--- config.mk ---
export PLATFORM = sky130hd
export DESIGN_NAME = seq_detector_param
export DESIGN_NICKNAME = d
export VERILOG_FILES = /design/src/rtl/seq_detector_param.sv
export SDC_FILE = /design/constraint.sdc
export NUM_CORES = 1
export LEC_CHECK = 0
export ABC_AREA = 1
export CAP_MARGIN = 20
export CORE_ASPECT_RATIO = 0.75
export CORE_MARGIN = 4
export CORE_UTILIZATION = 50
export CTS_BUF_LIST = sky130_fd_sc_hd__clkbuf_4 sky130_fd_sc_hd__clkbuf_8
export DETAILED_ROUTE_END_ITERATION = 12
export PLACE_DENSITY = 0.85
export SETUP_SLACK_MARGIN = 0.5
export SLEW_MARGIN = 15
export SYNTH_ARGS = -nofsm -noshare
export SYNTH_HDL_FRONTEND = slang
export SYNTH_SLANG_ARGS = --single-unit
--- constraint.sdc ---
create_clock -name clk -period 1.3 [get_ports clk]
set_input_delay 0.325 -clock clk [delete_from_list [all_inputs] [get_ports clk]]
set_output_delay 0.325 -clock clk [all_outputs]
set_load 0.05 [all_outputs]
--- src/rtl/seq_detector_param.sv ---
// rtl/seq_detector_param.sv - programmable N-bit serial pattern detector
// Registered Moore hit pulse, saturating hit counter, optional overlapping matches.
module seq_detector_param #(
  parameter int             N       = 3,
  parameter logic [N-1:0]   PATTERN = 3'b010,
  parameter bit             OVERLAP = 1'b1,
  parameter int             CNT_W   = 8
) (
  input  logic                     clk,
  input  logic                     _rst,
  input  logic                     en,
  input  logic                     D,
  input  logic                     pat_load,
  input  logic [N-1:0]             pat_in,
  input  logic                     clr,
  output logic                     Q,
  output logic [CNT_W-1:0]         hit_cnt,
  output logic [$clog2(N+1)-1:0]   fill
);

  localparam int             FW       = $clog2(N+1);
  localparam logic [FW-1:0]  FULL     = FW'(N);
  localparam logic [CNT_W-1:0] CNT_MAX = {CNT_W{1'b1}};

  typedef enum logic {FILLING = 1'b0, ARMED = 1'b1} state_t;

  state_t           state_q, state_d;
  logic [N-1:0]     win_q, win_d;
  logic [N-1:0]     pat_q, pat_d;
  logic [FW-1:0]    fill_q, fill_d;
  logic             m_q, m_d;
  logic             q_q;
  logic [CNT_W-1:0] cnt_q, cnt_d;

  logic [N-1:0]     win_shift;
  logic [FW-1:0]    fill_inc;
  logic             hit;

  // Waveform aid: readable state name.
  logic [55:0]      state_name;

  always_comb begin
    state_name = (state_q == ARMED) ? "ARMED  " : "FILLING";
  end

  always_comb begin
    win_shift = {win_q[N-2:0], D};
    fill_inc  = (state_q == ARMED) ? FULL : fill_q + 1'b1;
    hit       = (win_shift == pat_q) && (fill_inc == FULL);

    win_d   = win_q;
    pat_d   = pat_q;
    fill_d  = fill_q;
    m_d     = 1'b0;
    state_d = state_q;

    if (pat_load) begin
      pat_d   = pat_in;
      fill_d  = '0;
      state_d = FILLING;
    end else if (en) begin
      win_d  = win_shift;
      fill_d = fill_inc;
      m_d    = hit;
      // Non-overlapping mode discards the matched bits on the same edge.
      if (hit && !OVERLAP) begin
        fill_d = '0;
      end
      state_d = (fill_d == FULL) ? ARMED : FILLING;
    end
  end

  always_comb begin
    cnt_d = cnt_q;
    if (clr) begin
      cnt_d = '0;
    end else if (m_q && (cnt_q != CNT_MAX)) begin
      cnt_d = cnt_q + 1'b1;
    end
  end

  always_ff @(posedge clk or negedge _rst) begin
    if (!_rst) begin
      state_q <= FILLING;
      win_q   <= '0;
      pat_q   <= PATTERN;
      fill_q  <= '0;
      m_q     <= 1'b0;
      q_q     <= 1'b0;
      cnt_q   <= '0;
    end else begin
      state_q <= state_d;
      win_q   <= win_d;
      pat_q   <= pat_d;
      fill_q  <= fill_d;
      m_q     <= m_d;
      q_q     <= m_q;
      cnt_q   <= cnt_d;
    end
  end

  assign Q       = q_q;
  assign hit_cnt = cnt_q;
  assign fill    = fill_q;

endmodule

==> qor.yml <==
job:
  maxCapViolCount: 0
layout:
  drive_above_1_share: 0.4578
  fill_cells: 54
  final_area_sq_um: 1637
  multi_input_area_sq_um: 570.5
  nets: 177
  final_cells: 188
  regArea_sq_um: 465.4
  diodes: 0
  area_growth_pct: 74.63
pwr:
  p_comb_frac: 0.220
  power_switching_uw: 358.5
  power.total_mw: 1.239
  swShare: 0.2894
  power_frac_seq: 0.504
  ir_drop_mv: 1.046
  p_leak_nw: 0.7878
  intPower_uw: 880.3
  powerDensity_nw_per_um2: 757.0
  clockPowerShare: 0.276
sta:
  layout_setup_ws_ns: -0.1768
  setup_viol: 10
  hold_viol_final: 0
  holdWs_ns: 0.3338
  relSlewSlack: 0.6854
  rsz0062_at_grt: "yes"
  fin_crit_sh: 1.136
  post-route-min-period_ns: 1.477
  worst_pin_slew_ns: 0.4714
  fmax_mhz: 677.1
  drv_slew: 0
  finalClockSkew_ns: 0.01352
global_route:
  grt_pass1_wl_mm: 4.140
  grt_max_degree: 19
  grt_pass1_vias: 916
  antenna_found_initial: 0
  gr-usage-all-layers: 0.2150
  overflow: 0
clock_tree:
  tritoncts: "yes"
  cts_buffers: 3
  path_clk_slew_ns: 0.11
  numClockSinks: 18
  cts_buffer_depth: 2
  hold_buffers: 0
  clock_latency_ns: 0.30
  ctsHtreeMaxLevel: 1
  clockRootBuffer: "clkbuf_4"
floorplan:
  core-area_sq_um: 1757
  die_x_um: 57.99
  io_pins: 20
  die_y_um: 45.50
  initial_core_util: 0.5335
  dieArea_sq_um: 2638
  fp-row-count: 13
synth:
  ys_ff_latch: 18
  ys_seq_area_frac: 0.4820
  avgSynthCellArea_sq_um: 7.438
  synth_nets: 136
  synth_area_leaders: "dfrtp_1 45%, nand2_1 17%, nand3_1 9.6%, inv_1 6.4%, nor2_1 4.8%"
  synthCells: 126
  yosysUniqueCellTypes: 18
  netlist.area_leader.share: 0.4539
  yosysWarnings: 0
  synthesis.area_sq_um: 937.1
  yosys.area.top_type: "dfrtp_1"
worst_setup_path:
  critPathKind: "reg -> reg"
  crit_arrival_ns: 1.67
  path_cells: "buf_6, ha_4, nand3_4, inv_2, nand2_4, buf_6, nand3_2, nand2_1, nor2_1"
  worst_setup_path_start_kind: "flop"
  cp_slowest_stage_delay_ns: 0.40
  required_ns: 1.49
  crit_family: "simple AND/OR/NAND/NOR gates"
  cp_slowest_cell: "dfrtp_2"
  cp_common_cell: "buf_6"
  path_buf_inv: 3
  endpoint_kind: "flop"
  cp_max_fo: 3
placement:
  dp_hpwl_mm: 1.604
  gp_congestion: 0.8812
  numPlacedInstances: 171
  placed_area_sq_um: 1339
  io_buffer_count: 19
drt:
  drt_wl_total_mm: 4.145
  via_per_inst: 6.271
  wire_per_inst_um: 22.05
  postRouteAntennaNets: 0
  num_vias: 1179
  drc_errors: 0
  firstDrtPassIters: 5
  drtIter0Drc: 94
run_status:
  status: "complete, but fails checks"
  failed_checks: "negative setup slack"
hold_path:
  hold_path.class: "in -> async"
==> cells in the final DEF (no fill, tap or decap), drive strengths merged <==
master          n
clkbuf          4
nand2          44
ha              1
dfstp           1
xnor2           3
o21bai          2
buf            29
o21ai           4
a21oi           3
clkdlybuf4s50   6
dfrtp          17
dlygate4sd2     2
nand4           1
nor3            1
nand3          18
inv            17
nor2           13
==> cell families after synthesis <==
logic type	after synthesis	share of synthesized area
simple gates	77	0.3498
buf+inv	18	0.07342
flops	18	0.4820
compound gates	9	0.05340
xor+xnor	3	0.02804
fa+ha+maj	1	0.01335
==> repair_timing <==
| item | 4_1_cts | 5_1_grt |
|---|---|---|
| pin swaps | 5 | 11 |
| buffers inserted | 12 | 1 |
| setup endpoints to repair | 28 | 23 |
| resized for setup | 16 | 30 |
==> Yosys cell counts, drive strengths merged <==
| cell type | count |
|---|---|
| nand2 | 44 |
| nand3 | 18 |
| dfrtp | 17 |
| inv | 17 |
| nor2 | 13 |
| o21ai | 4 |
| a21oi | 3 |
| xnor2 | 3 |
| o21bai | 2 |
| buf | 1 |
| dfstp | 1 |
| ha | 1 |
| nand4 | 1 |
| nor3 | 1 |
==> worst paths after layout <==
kind / startpoint / end / slack (ns) / cells after the start
min in group clk: pat_q[1]$_DFFE_PN1P_ / pat_q[1]$_DFFE_PN1P_ / 0.48 / 2
min reg2reg: pat_q[1]$_DFFE_PN1P_ / pat_q[1]$_DFFE_PN1P_ / 0.48 / 2
max reg2reg: hit_cnt[0]$_DFFE_PN0P_ / hit_cnt[3]$_DFFE_PN0P_ / -0.18 / 9
min: _rst / hit_cnt[1]$_DFFE_PN0P_ / 0.33 / 2
max: hit_cnt[0]$_DFFE_PN0P_ / hit_cnt[3]$_DFFE_PN0P_ / -0.18 / 9
max in group asynchronous: _rst / pat_q[1]$_DFFE_PN1P_ / 0.69 / 2
==> per-layer routing <==
layer / wire (um) / global-route usage / share of wire / up-vias
met5: 0 / 0 / 0 / -
met4: 251 / 0.06481 / 0.061 / 0
met3: 486 / 0.05382 / 0.12 / 40
met2: 1905 / 0.3559 / 0.46 / 109
met1: 1501 / 0.2816 / 0.36 / 553
li1: - / - / - / 477
==> per-stage QoR <==
step	utilization	setup TNS, ns	setup WS [ns]
floorplan	-	0	0.0001994
global placement	0.7621	0	0.00002454
detailed placement	0.7621	-0.1113	-0.03911
CTS	0.8554	0	0.005317
global route	0.9316	-1.211	-0.2497
finish	0.9316	-0.5754	-0.1768
==> worst register-to-register path, delay by kind of cell (launching register included) <==
| family | cells | cell delay, ns |
|---|---|---|
| adders and majority gates | 1 | 0.16 |
| buffers and inverters | 3 | 0.32 |
| DFF | 1 | 0.40 |
| and+or+nand+nor | 5 | 0.47 |
==> cell type report <==
cell class                      instances  area share
Clock buffer                            4     0.02217
Inverter                               17     0.04511
Multi-Input combinational cell         90      0.3486
Sequential cell                        18      0.2844
Tap cell                               22     0.01682
Timing Repair Buffer                   37      0.2829
==> power groups by stage <==
stage / Clock [mW] / Sequential [mW] / Combinational [mW]
global route: 0.370 / 0.626 / 0.285
global placement: 0 / 0.625 / 0.180
detailed placement: 0 / 0.627 / 0.186
finish: 0.342 / 0.624 / 0.273
floorplan: 0 / 0.644 / 0.0724
CTS: 0.348 / 0.615 / 0.209
==> flip-flops by register name, indices dropped and copies added, names as in the netlist <==
register and count:
hit_cnt 8, pat_q 3, fill 2, win_q 2, Q 1, m_q 1
state_q 1
Power figures use the tool's default switching activity.
